--- src/rtl/ps2_key_tracker.sv ---
// PS/2 keyboard receiver with clock filter, frame checking, prefix decode and per-key held state.
// Optional: define PS2_TYPEMATIC_FILTER_EN to drop makes of tracked keys that are already held.
module ps2_key_tracker #(
  parameter int unsigned               FILTER_LEN     = 8,
  parameter int unsigned               NUM_KEYS       = 4,
  parameter logic [8*NUM_KEYS-1:0]     KEY_CODES      = {8'h1D, 8'h1C, 8'h1B, 8'h23},
  parameter int unsigned               TIMEOUT_CYCLES = 50000
) (
  input  logic                sysclk,
  input  logic                reset,
  input  logic                ps2_clk,
  input  logic                ps2_data,
  output logic [NUM_KEYS-1:0] key_down,
  output logic                scan_valid,
  output logic [7:0]          scan_code,
  output logic                scan_break,
  output logic                scan_ext,
  output logic                frame_err
);

  localparam int unsigned FW = $clog2(FILTER_LEN + 1);
  localparam int unsigned TW = $clog2(TIMEOUT_CYCLES + 1);
  localparam logic [FW-1:0] FCNT_MAX = FW'(FILTER_LEN - 1);
  localparam logic [TW-1:0] TO_MAX   = TW'(TIMEOUT_CYCLES - 1);

  typedef enum logic [1:0] {
    ST_IDLE,
    ST_DATA,
    ST_PARITY,
    ST_STOP
  } state_t;

  state_t                r_state;
  state_t                w_state_nxt;
  logic                  r_clk_s1, r_clk_s2;
  logic                  r_dat_s1, r_dat_s2;
  logic                  r_filt, r_filt_d;
  logic [FW-1:0]         r_fcnt;
  logic [TW-1:0]         r_tocnt;
  logic [2:0]            r_bitcnt;
  logic [7:0]            r_shift;
  logic                  r_par;
  logic                  r_ext_pend, r_brk_pend;
  logic [NUM_KEYS-1:0]   r_key_down;
  logic                  r_scan_valid;
  logic [7:0]            r_scan_code;
  logic                  r_scan_break;
  logic                  r_scan_ext;
  logic                  r_frame_err;
  logic                  w_sample;
  logic                  w_timeout;
  logic                  w_good;
  logic                  w_suppress;
  logic [NUM_KEYS-1:0]   w_match;

  always_ff @(posedge sysclk) begin
    if (reset) begin
      r_clk_s1 <= 1'b1;
      r_clk_s2 <= 1'b1;
      r_dat_s1 <= 1'b1;
      r_dat_s2 <= 1'b1;
    end else begin
      r_clk_s1 <= ps2_clk;
      r_clk_s2 <= r_clk_s1;
      r_dat_s1 <= ps2_data;
      r_dat_s2 <= r_dat_s1;
    end
  end

  // Counter runs while the synchronised clock disagrees with the filtered one.
  always_ff @(posedge sysclk) begin
    if (reset) begin
      r_filt   <= 1'b1;
      r_filt_d <= 1'b1;
      r_fcnt   <= '0;
    end else begin
      r_filt_d <= r_filt;
      if (r_clk_s2 == r_filt) begin
        r_fcnt <= '0;
      end else if (r_fcnt == FCNT_MAX) begin
        r_filt <= r_clk_s2;
        r_fcnt <= '0;
      end else begin
        r_fcnt <= r_fcnt + 1'b1;
      end
    end
  end

  assign w_sample  = r_filt_d & ~r_filt;
  assign w_timeout = (r_state != ST_IDLE) && !w_sample && (r_tocnt == TO_MAX);
  assign w_good    = r_dat_s2 & (^{r_shift, r_par});

  always_ff @(posedge sysclk) begin
    if (reset || (r_state == ST_IDLE) || w_sample) r_tocnt <= '0;
    else                                          r_tocnt <= r_tocnt + 1'b1;
  end

  always_comb begin
    w_match = '0;
    for (int unsigned i = 0; i < NUM_KEYS; i++) begin
      w_match[i] = (KEY_CODES[8*i +: 8] == r_shift);
    end
  end

`ifdef PS2_TYPEMATIC_FILTER_EN
  assign w_suppress = !r_brk_pend && !r_ext_pend && (|w_match) &&
                      ((w_match & r_key_down) == w_match);
`else
  assign w_suppress = 1'b0;
`endif

  always_ff @(posedge sysclk) begin
    if (reset) r_state <= ST_IDLE;
    else       r_state <= w_state_nxt;
  end

  always_comb begin
    w_state_nxt = r_state;
    if (w_timeout) begin
      w_state_nxt = ST_IDLE;
    end else if (w_sample) begin
      case (r_state)
        ST_IDLE:   if (!r_dat_s2) w_state_nxt = ST_DATA;
        ST_DATA:   if (r_bitcnt == 3'd7) w_state_nxt = ST_PARITY;
        ST_PARITY: w_state_nxt = ST_STOP;
        ST_STOP:   w_state_nxt = ST_IDLE;
        default:   w_state_nxt = ST_IDLE;
      endcase
    end
  end

  always_ff @(posedge sysclk) begin
    if (reset) begin
      r_bitcnt     <= '0;
      r_shift      <= '0;
      r_par        <= 1'b0;
      r_ext_pend   <= 1'b0;
      r_brk_pend   <= 1'b0;
      r_key_down   <= '0;
      r_scan_valid <= 1'b0;
      r_scan_code  <= '0;
      r_scan_break <= 1'b0;
      r_scan_ext   <= 1'b0;
      r_frame_err  <= 1'b0;
    end else begin
      r_scan_valid <= 1'b0;
      r_frame_err  <= 1'b0;
      if (w_timeout) begin
        r_frame_err <= 1'b1;
        r_ext_pend  <= 1'b0;
        r_brk_pend  <= 1'b0;
      end else if (w_sample) begin
        case (r_state)
          ST_IDLE: r_bitcnt <= '0;
          ST_DATA: begin
            r_shift  <= {r_dat_s2, r_shift[7:1]};
            r_bitcnt <= r_bitcnt + 1'b1;
          end
          ST_PARITY: r_par <= r_dat_s2;
          ST_STOP: begin
            if (!w_good) begin
              r_frame_err <= 1'b1;
              r_ext_pend  <= 1'b0;
              r_brk_pend  <= 1'b0;
            end else if (r_shift == 8'hE0) begin
              r_ext_pend <= 1'b1;
            end else if (r_shift == 8'hF0) begin
              r_brk_pend <= 1'b1;
            end else begin
              r_ext_pend <= 1'b0;
              r_brk_pend <= 1'b0;
              if (!w_suppress) begin
                r_scan_valid <= 1'b1;
                r_scan_code  <= r_shift;
                r_scan_break <= r_brk_pend;
                r_scan_ext   <= r_ext_pend;
                if (!r_ext_pend) begin
                  if (r_brk_pend) r_key_down <= r_key_down & ~w_match;
                  else            r_key_down <= r_key_down | w_match;
                end
              end
            end
          end
          default: ;
        endcase
      end
    end
  end

  assign key_down   = r_key_down;
  assign scan_valid = r_scan_valid;
  assign scan_code  = r_scan_code;
  assign scan_break = r_scan_break;
  assign scan_ext   = r_scan_ext;
  assign frame_err  = r_frame_err;

endmodule

--- config.mk ---
export PLATFORM = sky130hd
export DESIGN_NAME = ps2_key_tracker
export DESIGN_NICKNAME = d
export VERILOG_FILES = /design/src/rtl/ps2_key_tracker.sv
export SDC_FILE = /design/constraint.sdc
export NUM_CORES = 1
export LEC_CHECK = 0
export ABC_CLOCK_PERIOD_IN_PS = 2880
export CORE_AREA = 2 2 73 75
export CTS_BUF_LIST = sky130_fd_sc_hd__clkbuf_2 sky130_fd_sc_hd__clkbuf_4 sky130_fd_sc_hd__clkbuf_8
export DETAILED_ROUTE_END_ITERATION = 10
export DIE_AREA = 0 0 75 77
export GPL_TIMING_DRIVEN = 0
export MAX_ROUTING_LAYER = met4
export PLACE_DENSITY = 0.72
export REMOVE_ABC_BUFFERS = 1
export SLEW_MARGIN = 20
export SYNTH_ARGS = -nofsm -noshare
export SYNTH_HDL_FRONTEND = slang
export SYNTH_SLANG_ARGS = --single-unit
--- constraint.sdc ---
create_clock -name sysclk -period 2.88 [get_ports sysclk]
set_clock_uncertainty 0.2 [all_clocks]
set_input_delay 0.288 -clock sysclk [delete_from_list [all_inputs] [get_ports sysclk]]
set_output_delay 0.288 -clock sysclk [all_outputs]
set_load 0.01 [all_outputs]
==> run_results.csv <==
group,metric,value,unit
drt,wire_per_inst,12.7,um
drt,m1WireLength,2320,um
drt,drt_iter0_drc,87,
grt,grt_pass1_vias,1833,
grt,grt_pass1_wl,8160,um
power_and_ir_drop,p_seq_share,52.6,%
clocking,cts_buffers,9,
logic_synthesis,yosys-top-cells-count,"dfxtp_1, nand2_1, nor2_1",
outcome,status,"finished, final reports clean",
job,cap_violations,0,
setup_path,slowest_stage,"mux2i_2",
logic_synthesis,synth.most_common_cell,"dfxtp_1",
logic_synthesis,synth_seq_cells,58,
clocking,cts_resized,0,
drt,viasPerCell,5.25,
setup_path,crit_path_start,"r_shift[4]$_SDFFE_PP0P_",
clocking,htree_levels,3,
setup_path,critical_path.reg2reg.startpoint,"r_shift[4]$_SDFFE_PP0P_",
setup_path,cp-start-kind,"register",
grt,grt_overflow,0,
logic_synthesis,synthCells,288,
logic_synthesis,synth-compound-area-share,7.57,%
floorplanning,chipWidth,75,um
clocking,clockBufferDepth,2,
floorplanning,rows,26,
logic_synthesis,synth_top_area_share,43.1,%
drt,num_vias,1970,
floorplanning,initial_core_util,54.1,%
logic_synthesis,yosysSeqAreaShare,43.1,%
hold_path,hold_class,"register to register",
logic_synthesis,yosys.area_share.simple,24.6,%
setup_path,worstRegToRegCells,4,
drt,dr_wl_met2,2240,um
timing,min_period_over_period,89.3,%
power_and_ir_drop,switching_share,21.0,%
clocking,cts-hold-fix-buffers,0,
power_and_ir_drop,peakVddDrop,0.000329,V
logic_synthesis,ys_types,45,
grt,grt_max_degree,26,
floorplanning,ioPinCount,20,
power_and_ir_drop,power.share.clock,46.0,%
floorplanning,fp.dieH,77,um
logic_synthesis,synth_fa_ha_area_share,4.18,%
logic_synthesis,synth_edf_count,0,
logic_synthesis,synth_area_leader_cell,"dfxtp_1",
power_and_ir_drop,p_per_area,497,nW/um^2
setup_path,critPathArrivalTime,2.63,ns
timing,slew_viol_final,0,
timing,worst_pin_slew,0.906,ns
placement,place_congestion,0.821,
timing,setup_viol,0,
power_and_ir_drop,netSwitchingPower,0.000323,W
layout,n_antenna_cell,0,
setup_path,endpoint_kind,"register",
placement,io_buffers,19,
logic_synthesis,synth_top_family_by_area,"simple AND/OR/NAND/NOR gates",
clocking,clkTransAtPathRegs,0.06,ns
logic_synthesis,synth_flop_cell,"dfxtp_1",
setup_path,critical_path.max_stage_delay,0.75,ns
layout,area_growth,14.8,%
logic_synthesis,synth-xor-area-share,10.7,%
setup_path,path_max_fanout,11,
drt,drtAntennaViolNets,0,
timing,max_freq,0.389,GHz
setup_path,required,2.93,ns
power_and_ir_drop,p_int,0.00121,W
timing,finalCriticalPeriod,2.57,ns
drt,routed_wl,4760,um
timing,max_slew_margin,38.4,%
layout,n_fill_cell,430,
clocking,cts_tree,"yes",
placement,dpl.hpwl,3260,um
layout,final_nets,313,
drt,first_pass_iters,4,
setup_path,r2r-end,"scan_code[7]$_SDFFE_PP0P_",
layout,drive_above_1_share,11.5,%
clocking,clock_latency,0.33,ns
clocking,cts_setup_buffers,0,
power_and_ir_drop,combPwrFrac,1.4,%
setup_path,worstSetupEndpoint,"scan_code[7]$_SDFFE_PP0P_",
placement,dpl_cell_area,2900,um^2
power_and_ir_drop,p_leak,1.13,nW
logic_synthesis,synthArstFlopShare,0,%
timing,setup_tns,0,ns
grt,grt_antenna_before_repair,0,
hold_path,hp-start,"r_dat_s1$_SDFF_PP1_",
drt,highest_layer,"met4",
timing,rsz0062_at_grt,"false",
logic_synthesis,syn_area,2690,um^2
floorplanning,core_area,4980,um^2
grt,grtUsageTotal,18.9,%
setup_path,path_cells,"xor2_2 > xnor3_2 > mux2i_2 > mux2i_1",
clocking,cts_sinks,58,
logic_synthesis,avgSynthCellArea,9.35,um^2
setup_path,critical_path_class,"register to register",
timing,finalHoldViolCount,0,
logic_synthesis,synth_top_cells_by_area,"dfxtp_1, nand2_1, mux2i_1",
floorplanning,die_area,5780,um^2
drt,met3_length,117,um
drt,drc,0,
logic_synthesis,yosysWarningCount,0,
setup_path,regToRegSetupSlack,0.31,ns
layout,final_cell_area,3090,um^2
logic_synthesis,synth.area.mux_share,6.51,%
timing,hold_slack,0.207,ns
clocking,cts_root_buf,"clkbuf_8",
-- power groups by stage --
stage / logic [W] / registers, W / clock network, W
after floorplan: 0.0000107 / 0.000825 / 0
after CTS: 0.0000223 / 0.000807 / 0.000724
after global routing: 0.0000247 / 0.000807 / 0.000754
after global placement: 0.0000221 / 0.000825 / 0
final: 0.0000219 / 0.000807 / 0.000706
after detailed placement: 0.0000221 / 0.000825 / 0
-- cell type report --
type	instances	area, um^2	share of cell area [%]
tap	70	87.6	2.83
inverter	4	15.0	0.486
sequential	58	1160	37.6
clock inverter	2	10.0	0.324
multi-input combinational	208	1450	46.8
clock buffer	14	180	5.83
timing repair buffer	19	190	6.15
-- through the flow --
stage / worst slack (ns) / cells / total power [W] / util (%)
final: 0.307 / 375 / 0.00154 / 62.1
after global routing: 0.150 / 375 / 0.00159 / 62.1
after CTS: 0.291 / 375 / 0.00155 / 62.1
after detailed placement: 0.0863 / 359 / 0.000847 / 58.3
after global placement: 0.00616 / 359 / 0.000847 / 58.2
after floorplan: 0.400 / 270 / 0.000835 / -
-- state kept, by name, indices dropped and copies added, names as in the netlist, 2 cells and up, named ones only --
signal / flops
r_tocnt: 16
r_shift: 8
scan_code: 8
r_fcnt: 4
r_bitcnt: 3
r_state: 2
-- cells in the final DEF, fill, tap and decap left out, types with 4 or more instances in the layout --
cell / count
clkdlybuf4s50_1: 19
clkbuf_8: 12
or2_2: 6
ha_1: 9
dfxtp_1: 58
mux2i_1: 15
nand2_1: 49
and3_1: 4
nand4_1: 4
and4_1: 5
nand3_1: 11
inv_1: 4
xor2_1: 12
nor2_1: 27
a21oi_1: 14
xnor2_1: 6
-- critical path, delay by kind of cell, from the launching register on --
kind                      cells  cell delay (ns)
DFF                           1             0.54
muxes                         2             1.02
xor gates and xnor gates      2             0.72
-- kinds of logic (layout without fill, tap and decap cells) --
| family | count (synthesis) | in the layout |
|---|---|---|
| AND/OR/NAND/NOR | 131 | 131 |
| flip-flops | 58 | 58 |
| XOR/XNOR | 24 | 24 |
| AO/OA/AOI/OAI | 27 | 27 |
| multiplexers | 17 | 17 |
| buffers and inverters | 22 | 39 |
| adder cells (fa/ha/maj) | 9 | 9 |
-- routing by layer --
layer | vias to the layer above | track usage (%)
met5 | - | -
met4 | 0 | 9.29
met3 | 7 | 3.94
met2 | 25 | 28.3
met1 | 933 | 23.9
li1 | 1005 | -
-- how the worst min path moves through the flow --
| stage | end | slack (ns) | cells after the start |
|---|---|---|---|
| floorplan | register | 0.16 | 1 |
| global placement | r_clk_s2$_SDFF_PP1_ | 0.19 | 1 |
| detailed placement | r_dat_s2$_SDFF_PP1_ | 0.19 | 1 |
| CTS | r_dat_s2$_SDFF_PP1_ | 0.21 | 1 |
| global route | r_clk_s2$_SDFF_PP1_ | 0.23 | 1 |
| finish | r_dat_s2$_SDFF_PP1_ | 0.21 | 1 |
Power figures use the tool's default switching activity.
